### src/rtl/bin_map_packer_if.sv
// +----------------------------------------------------------------------------+
// | bin_map_packer_if : decision-bit input and packed-word output handshake   |
// | Rev 1.0                                                                    |
// +----------------------------------------------------------------------------+
`default_nettype none

interface bin_map_packer_if #(
  parameter int OW = 16
);
  logic          iEN;
  logic          iDATA;
  logic          oVALID;
  logic          iREADY;
  logic [OW-1:0] oDATA;
  logic          oLAST;

  modport slave (
    input  iEN,
    input  iDATA,
    input  iREADY,
    output oVALID,
    output oDATA,
    output oLAST
  );

  modport master (
    output iEN,
    output iDATA,
    output iREADY,
    input  oVALID,
    input  oDATA,
    input  oLAST
  );
endinterface

`default_nettype wire

### src/rtl/bin_map_packer.sv
// +----------------------------------------------------------------------------+
// | bin_map_packer : packs per-bin threshold decisions into OW-bit words with  |
// | frame tagging and a show-ahead output FIFO. Rev 1.0                        |
// +----------------------------------------------------------------------------+
`default_nettype none

module bin_map_packer #(
  parameter int OW         = 16,
  parameter int FRAME_BITS = 1024,
  parameter int DEPTH      = 4
) (
  input  wire logic         iCLK,
  input  wire logic         iRSTn,
  input  wire logic         iCLR,
  bin_map_packer_if.slave   bus,
  output logic              oFRAME_DONE,
  output logic              oOVF
);

  localparam int c_BW = (OW > 1) ? $clog2(OW) : 1;
  localparam int c_AW = (DEPTH > 1) ? $clog2(DEPTH) : 1;
  localparam int c_CW = $clog2(DEPTH + 1);

  localparam logic [c_BW-1:0] c_BIT_LAST = c_BW'(OW - 1);
  localparam logic [16:0]     c_FRM_LAST = 17'(FRAME_BITS - 1);
  localparam logic [c_AW-1:0] c_PTR_LAST = c_AW'(DEPTH - 1);
  localparam logic [c_CW-1:0] c_FULL     = c_CW'(DEPTH);

  logic [OW-1:0]   r_asm;
  logic [c_BW-1:0] r_bit_cnt;
  logic [16:0]     r_frm_cnt;
  logic [OW-1:0]   r_mem_data [DEPTH];
  logic            r_mem_last [DEPTH];
  logic [c_AW-1:0] r_wptr;
  logic [c_AW-1:0] r_rptr;
  logic [c_CW-1:0] r_count;
  logic            r_frame_done;
  logic            r_ovf;

  logic            w_accept;
  logic            w_frm_end;
  logic            w_word_end;
  logic [OW-1:0]   w_word;
  logic            w_valid;
  logic            w_full;
  logic            w_pop;
  logic            w_push;
  logic            w_drop;

  assign w_accept   = bus.iEN && !iCLR;
  assign w_frm_end  = w_accept && (r_frm_cnt == c_FRM_LAST);
  // Word and frame limits hitting together still yield a single completion.
  assign w_word_end = w_accept && ((r_bit_cnt == c_BIT_LAST) || (r_frm_cnt == c_FRM_LAST));

  always_comb begin
    w_word            = r_asm;
    w_word[r_bit_cnt] = bus.iDATA;
  end

  assign w_valid = (r_count != '0);
  assign w_full  = (r_count == c_FULL);
  assign w_pop   = w_valid && bus.iREADY && !iCLR;
  assign w_push  = w_word_end && (!w_full || w_pop);
  assign w_drop  = w_word_end && w_full && !w_pop;

  always_ff @(posedge iCLK or negedge iRSTn) begin
    if (!iRSTn) begin
      r_asm        <= '0;
      r_bit_cnt    <= '0;
      r_frm_cnt    <= '0;
      r_frame_done <= 1'b0;
      r_ovf        <= 1'b0;
    end else if (iCLR) begin
      r_asm        <= '0;
      r_bit_cnt    <= '0;
      r_frm_cnt    <= '0;
      r_frame_done <= 1'b0;
      r_ovf        <= 1'b0;
    end else begin
      r_frame_done <= w_frm_end;
      r_ovf        <= r_ovf | w_drop;
      if (w_accept) begin
        if (w_word_end) begin
          r_asm     <= '0;
          r_bit_cnt <= '0;
        end else begin
          r_asm     <= w_word;
          r_bit_cnt <= r_bit_cnt + c_BW'(1);
        end
        r_frm_cnt <= w_frm_end ? '0 : r_frm_cnt + 17'd1;
      end
    end
  end

  always_ff @(posedge iCLK or negedge iRSTn) begin
    if (!iRSTn) begin
      r_wptr  <= '0;
      r_rptr  <= '0;
      r_count <= '0;
    end else if (iCLR) begin
      r_wptr  <= '0;
      r_rptr  <= '0;
      r_count <= '0;
    end else begin
      if (w_push) begin
        r_wptr <= (r_wptr == c_PTR_LAST) ? '0 : r_wptr + c_AW'(1);
      end
      if (w_pop) begin
        r_rptr <= (r_rptr == c_PTR_LAST) ? '0 : r_rptr + c_AW'(1);
      end
      case ({w_push, w_pop})
        2'b10:   r_count <= r_count + c_CW'(1);
        2'b01:   r_count <= r_count - c_CW'(1);
        default: r_count <= r_count;
      endcase
    end
  end

  // Storage needs no reset: outputs are masked whenever the FIFO is empty.
  always_ff @(posedge iCLK) begin
    if (w_push) begin
      r_mem_data[r_wptr] <= w_word;
      r_mem_last[r_wptr] <= w_frm_end;
    end
  end

  assign bus.oVALID = w_valid;
  assign bus.oDATA  = w_valid ? r_mem_data[r_rptr] : '0;
  assign bus.oLAST  = w_valid ? r_mem_last[r_rptr] : 1'b0;
  assign oFRAME_DONE = r_frame_done;
  assign oOVF        = r_ovf;

endmodule

`default_nettype wire

### src/flat_wrapper.sv
// flat-port wrapper written by rule: the top's interface ports become plain ports
module bin_map_packer_flat 
#(
  parameter int OW         = 16,
  parameter int FRAME_BITS = 1024,
  parameter int DEPTH      = 4
)
  (iCLK, iRSTn, iCLR, oFRAME_DONE, oOVF, bus_iEN, bus_iDATA, bus_iREADY, bus_oVALID, bus_oDATA, bus_oLAST);
  bin_map_packer_if #(.OW(OW)) bus_i ();
  input  wire logic iCLK;
  input  wire logic iRSTn;
  input  wire logic iCLR;
  output logic oFRAME_DONE;
  output logic oOVF;
  input wire logic [$bits(bus_i.iEN)-1:0] bus_iEN;
  input wire logic [$bits(bus_i.iDATA)-1:0] bus_iDATA;
  input wire logic [$bits(bus_i.iREADY)-1:0] bus_iREADY;
  output wire logic [$bits(bus_i.oVALID)-1:0] bus_oVALID;
  output wire logic [$bits(bus_i.oDATA)-1:0] bus_oDATA;
  output wire logic [$bits(bus_i.oLAST)-1:0] bus_oLAST;
  assign bus_i.iEN = bus_iEN;
  assign bus_i.iDATA = bus_iDATA;
  assign bus_i.iREADY = bus_iREADY;
  assign bus_oVALID = bus_i.oVALID;
  assign bus_oDATA = bus_i.oDATA;
  assign bus_oLAST = bus_i.oLAST;
  bin_map_packer #(.OW(OW), .FRAME_BITS(FRAME_BITS), .DEPTH(DEPTH)) u_core (.iCLK(iCLK), .iRSTn(iRSTn), .iCLR(iCLR), .bus(bus_i), .oFRAME_DONE(oFRAME_DONE), .oOVF(oOVF));
endmodule
### config.mk
export PLATFORM = sky130hd
export DESIGN_NAME = bin_map_packer_flat
export DESIGN_NICKNAME = d
export VERILOG_FILES = /design/src/rtl/bin_map_packer_if.sv /design/src/rtl/bin_map_packer.sv /design/src/flat_wrapper.sv
export SDC_FILE = /design/constraint.sdc
export NUM_CORES = 1
export LEC_CHECK = 0
export ABC_AREA = 1
export CORE_MARGIN = 2
export CORE_UTILIZATION = 45
export DETAILED_ROUTE_END_ITERATION = 10
export PLACE_DENSITY_LB_ADDON = 0.15
export SLEW_MARGIN = 20
export SYNTH_ARGS = -nofsm -noshare
export SYNTH_HDL_FRONTEND = slang
export SYNTH_SLANG_ARGS = --single-unit
### constraint.sdc
create_clock -name iCLK -period 7 [get_ports iCLK]
set_input_delay 1.75 -clock iCLK [delete_from_list [all_inputs] [get_ports iCLK]]
set_output_delay 1.75 -clock iCLK [all_outputs]
set_load 0.01 [all_outputs]
Word level (Yosys, flattened, before mapping)
Memories as Yosys holds them, arrays and structs flattened.
Index checks and enable logic that the tools add are counted.
Widths: inputs -> output; s select.
Storage, ports and cells
  output and inout bits: 20
  bits in read-only memories: 0
  register bits after elaboration: 46
  logic and storage cells: 71
  bits in latches: 0
  bits in writable memories: 68
  input port bits: 6
  memories kept: 2
Cells by class
  order comparisons: 2
  bitwise operators: 1
  reduce and logical (&&, ||, !) cells: 19
  divide/modulo/power cells: 0
  muxes and demuxes: 26
  equal/unequal tests: 7
  shift-type cells: 0
  add/sub/neg operators: 6
  $mul: 0
Memory list
  u_core.r_mem_data: depth 4, width 16, read ports 1, clocked after Yosys merged registers in 0, write ports 1, line bin_map_packer.sv:32  | logic [OW-1:0] r_mem_data [DEPTH];
  u_core.r_mem_last: depth 4, width 1, read ports 1, clocked after Yosys merged registers in 0, write ports 1, line bin_map_packer.sv:33  | logic r_mem_last [DEPTH];
Operators with widths (count)
  $mux 16: 4
  $mux 17: 3
  $add 17x1->17 const B: 1
  $eq 17x10->1 const B: 1
  $bwmux 16: 1
  $mux 2: 6
  $mux 4: 3
  $logic_and 1x1->1: 9
  $eq 2x2->1 const B: 3
  $mux 1: 6
  $pmux 3 s2: 1
  $reduce_bool 2->1: 3
  $reduce_bool 3->1: 2
  $lt 4x5->1 const B: 1
  $add 2x1->2 const B: 2
  $add 4x1->4 const B: 1
  $demux 1 s4: 1
  $eq 4x4->1 const B: 1
  $ge 4x1->1 const B: 1
  $add 3x1->3 const B: 1
  $eq 3x3->1 const B: 1
  $logic_not 1->1: 3
  $mux 3: 1
  $sub 3x1->3 const B: 1
  3 further kinds: 4

Logic depth before layout (Yosys ltp)
  depth in word-level cells: 8
  depth in mapped cells: 15
  mapped depth without buffers: 15

Worst setup path after synthesis
Ideal clock, no wire load.
  path kind: input-to-reg
  start: in iCLR
  end: mem u_core.r_mem_data[0][0] (enable)
  buffers on the path: 0
  stages on the path: 7
  arrival time: 3.102 ns
  path slack: 3.507 ns
  cell sequence: inv_1 nand2_2 inv_2 nor2_4 nor2_4 inv_2 nor2_1
On the way
  cells in the longest elaborated chain, start to end: 6
  elaborated cells between the ends (all ways): 8
Ends and longest elaborated chain
  from (decl): line flat_wrapper.sv:12  | input wire logic iCLR;
  $logic_not 1->1 *: line bin_map_packer.sv:50, bin_map_packer.sv:62
  $logic_and 1x1->1 (on tied branches): line bin_map_packer.sv:50, bin_map_packer.sv:62
  $logic_and 1x1->1 / $logic_or 1x1->1 (equally long branches): line bin_map_packer.sv:53, bin_map_packer.sv:63
  $logic_and 1x1->1 *: line bin_map_packer.sv:63  | assign w_push = w_word_end && (!w_full || w_pop);
  $mux 1 *: line bin_map_packer.sv:121  | if (w_push) begin
  $mux 1 (not written as such) *: line bin_map_packer.sv:122  | r_mem_data[r_wptr] <= w_word;
  to (decl): line bin_map_packer.sv:32
Mark *: on every way between the ends. The rest lies on a longest branch, timed or not.

Worst setup path after layout
  start: reg u_core.r_rptr[1]
  end: out bus_oDATA[9]
On the way
  cells in the longest elaborated chain, start to end: 2
Ends and longest elaborated chain
  from (decl): line bin_map_packer.sv:35  | logic [c_AW-1:0] r_rptr;
  from (signal assigned): line bin_map_packer.sv:109  | r_rptr <= (r_rptr == c_PTR_LAST) ? '0 : r_rptr + c_AW'(1);
  $mem_v2 4x16
  $mux 16: line bin_map_packer.sv:128  | assign bus.oDATA = w_valid ? r_mem_data[r_rptr] : '0;
  to (decl): line flat_wrapper.sv:19  | output wire logic [$bits(bus_i.oDATA)-1:0] bus_oDATA;
No other way between the ends.

==> reports/metrics.csv <==
metric;value;unit
Die Wd;113;µm
initial antenna violation count;0;
post-route ant nets;0;
Die Y;113;µm
commonest non-fill, non-tap cells in the layout;90 x nor2_1, 75 x nand2_1, 68 x edfxtp_1, 55 x o21ai_0, 46 x dfrtp_1;
Slew HR;0.414;
Post-Route WL;11.4;mm
crit share post-route;0.681;
final setup fails;0;
TritonCTS Buffers;17;
initial core utilization;0.463;
total setup buffers inserted after CTS;0;
WP data required;5.25;ns
Lkg Pwr;0.00245;µW
DR iter-0 viols;424;
Crit Path Max Fanout;20;
CP Cell Sequence;clkinv_1 > nor2_1 > o21ai_0 > a21oi_1 > clkdlybuf4s50_1;
die area;12700;µm²
Slew @ Worst Pin;0.876;ns
maximum capacitance violations;0;
Placeable Area;11500;µm²
crit path launch type;flip-flop;
Peak Freq;210;MHz
Reg2Reg Setup Slack;4.61;ns
CTS H-tree lvls;4;
Nets;578;
Arr. time, crit path;3.02;ns
Mapped Cells;533;
unrepaired setup endpoints after global routing;false;
Layout area overhead;18.3;%
gpl congestion;0.764;
Post-Syn Area;5310;µm²
top-level I/O count;26;
routed via count;3815;
Ys Warns;0;
n_diodes;0;
CP max-delay cell;dfrtp_1;
sequential-to-total area share from yosys stat;0.601;
Fin Setup TNS;0;ns
Pre-antenna DRT Iters;5;
Setup Skew;0.00585;ns
status;completed;
final slew viol count;0;
Synth Register Bits;114;
Final Hold Vio Count;0;
CTS Buffer Depth;2;
post-CTS sizing;0;
crit-path max cell delay;0.75;ns
number of library cell types mapped by synthesis;37;
largest net degree at the start of global routing;47;
clock sinks;114;
share of layout cells above drive strength 1;0.110;
vias in the first global route;3785;
CTS tree;yes;
Hold/Removal Path Class;reg2reg;
Vias/cell;5.31;
Final Critical Period;4.77;ns
worst skew pair latency;0.41;ns
syn nets;549;
Overall Global Routing Usage;0.197;
fin util;0.548;
hold buffers post-CTS;0;
Setup crit end kind;primary output;
Avg Cell Area, Syn;9.97;µm²
wire length per cell;15.9;µm
CTS root buf;clkbuf_16;
first-pass GRT wire length;19.3;mm
commonest non-fill, non-tap cell in the layout;nor2_1;
CP Class;reg2out;
Max rail drop VDD;0.164;mV
cell row count;39;
HPWL after DPL;7.11;mm
Remaining DRCs;0;
clock-pin slew on the worst setup and hold paths;0.05;ns
port bufs;25;
Pwr Density;255;nW/µm²
overflow left after global routing;0;
cells in the mapped netlist (all sizes together):
library cell   n  area share
a21boi         1      0.0014
a21oi         23       0.022
a31o           2      0.0033
a31oi          4      0.0047
a32o           1      0.0019
buf            7      0.0066
clkbuf        15       0.011
clkinv         1     0.00071
dfrtp         46        0.22
edfxtp        68        0.38
fa             1      0.0038
ha             9       0.021
inv           38       0.027
nand2         84       0.067
nand3         38       0.037
nand3b         1      0.0014
nand4          8       0.012
nor2          94       0.071
nor3           7       0.012
nor4           1      0.0012
o21a           1      0.0014
o21ai         58       0.056
o22ai         10       0.012
xnor2          3      0.0049
xor2          12       0.020
cell type report:
cell class | instances | area (µm²)
Clock buffer | 22 | 474
Clock inverter | 10 | 109
Fill cell | 976 | 5180
Inverter | 39 | 146
Multi-Input combinational cell | 358 | 1880
Sequential cell | 114 | 3190
Tap cell | 143 | 179
Timing Repair Buffer | 32 | 300
critical path, delay by kind of cell (launching register included):
kind,cells,cell delay (ns)
compound gates,2,0.34
buf+inv,2,1.25
flops,1,0.75
simple gates,1,0.26
cells by family after synthesis:
logic type | count (synthesis) | share of synthesized area
xor gates and xnor gates | 15 | 0.0247
buffers and inverters | 61 | 0.0447
adders and majority gates | 10 | 0.0250
AOI/OAI and AO/OA | 100 | 0.103
DFF | 114 | 0.601
and+or+nand+nor | 233 | 0.202
sequential cells by signal (all words and copies together), names as in the netlist:
signal,count
u_core.r_mem_data,64
u_core.r_bit_cnt,4
u_core.r_count,3
u_core.r_wptr,2
u_core.oOVF,1
u_core.oFRAME_DONE,1
u_core.r_mem_last,4
u_core.r_frm_cnt,17
u_core.r_rptr,2
u_core.r_asm,16
metrics by stage:
stage                     worst slack, ns  total power [µW]  hold WS [ns]  std cells  instance area, µm²
after floorplan                      3.51               751         0.449        533                5310
after global placement               2.75               767         0.462        686                5700
after detailed placement             2.67               768         0.467        686                5700
after CTS                            2.20              1610         0.482        718                6280
after global routing                 1.90              1660         0.509        718                6280
final                                2.23              1600         0.480        718                6280
report_power, final:
group | total [µW] | internal [µW] | switching, µW
sequential | 718 | 715 | 3.35
combinational | 37.2 | 9.74 | 27.4
clock | 847 | 548 | 299
worst paths after layout:
check,depth (start not counted),start,to
max,5,u_core.r_rptr[1],bus_oDATA[9]
min,2,u_core.r_asm[12],u_core.r_asm[12]
max reg2reg,12,u_core.r_count[1],u_core.r_count[2]
min reg2reg,2,u_core.r_asm[12],u_core.r_asm[12]
max in group asynchronous,1,iRSTn,u_core.r_asm[5]
min in group asynchronous,1,iRSTn,u_core.r_frm_cnt[2]
per-layer routing:
metal | vias up | GRT usage | wire [µm]
met5 | - | 0 | 0
met4 | 0 | 0.0675 | 148
met3 | 15 | 0.0583 | 623
met2 | 107 | 0.300 | 5310
met1 | 1825 | 0.271 | 5360
li1 | 1868 | - | -
No activity file was read; power rests on OpenSTA's default activity.
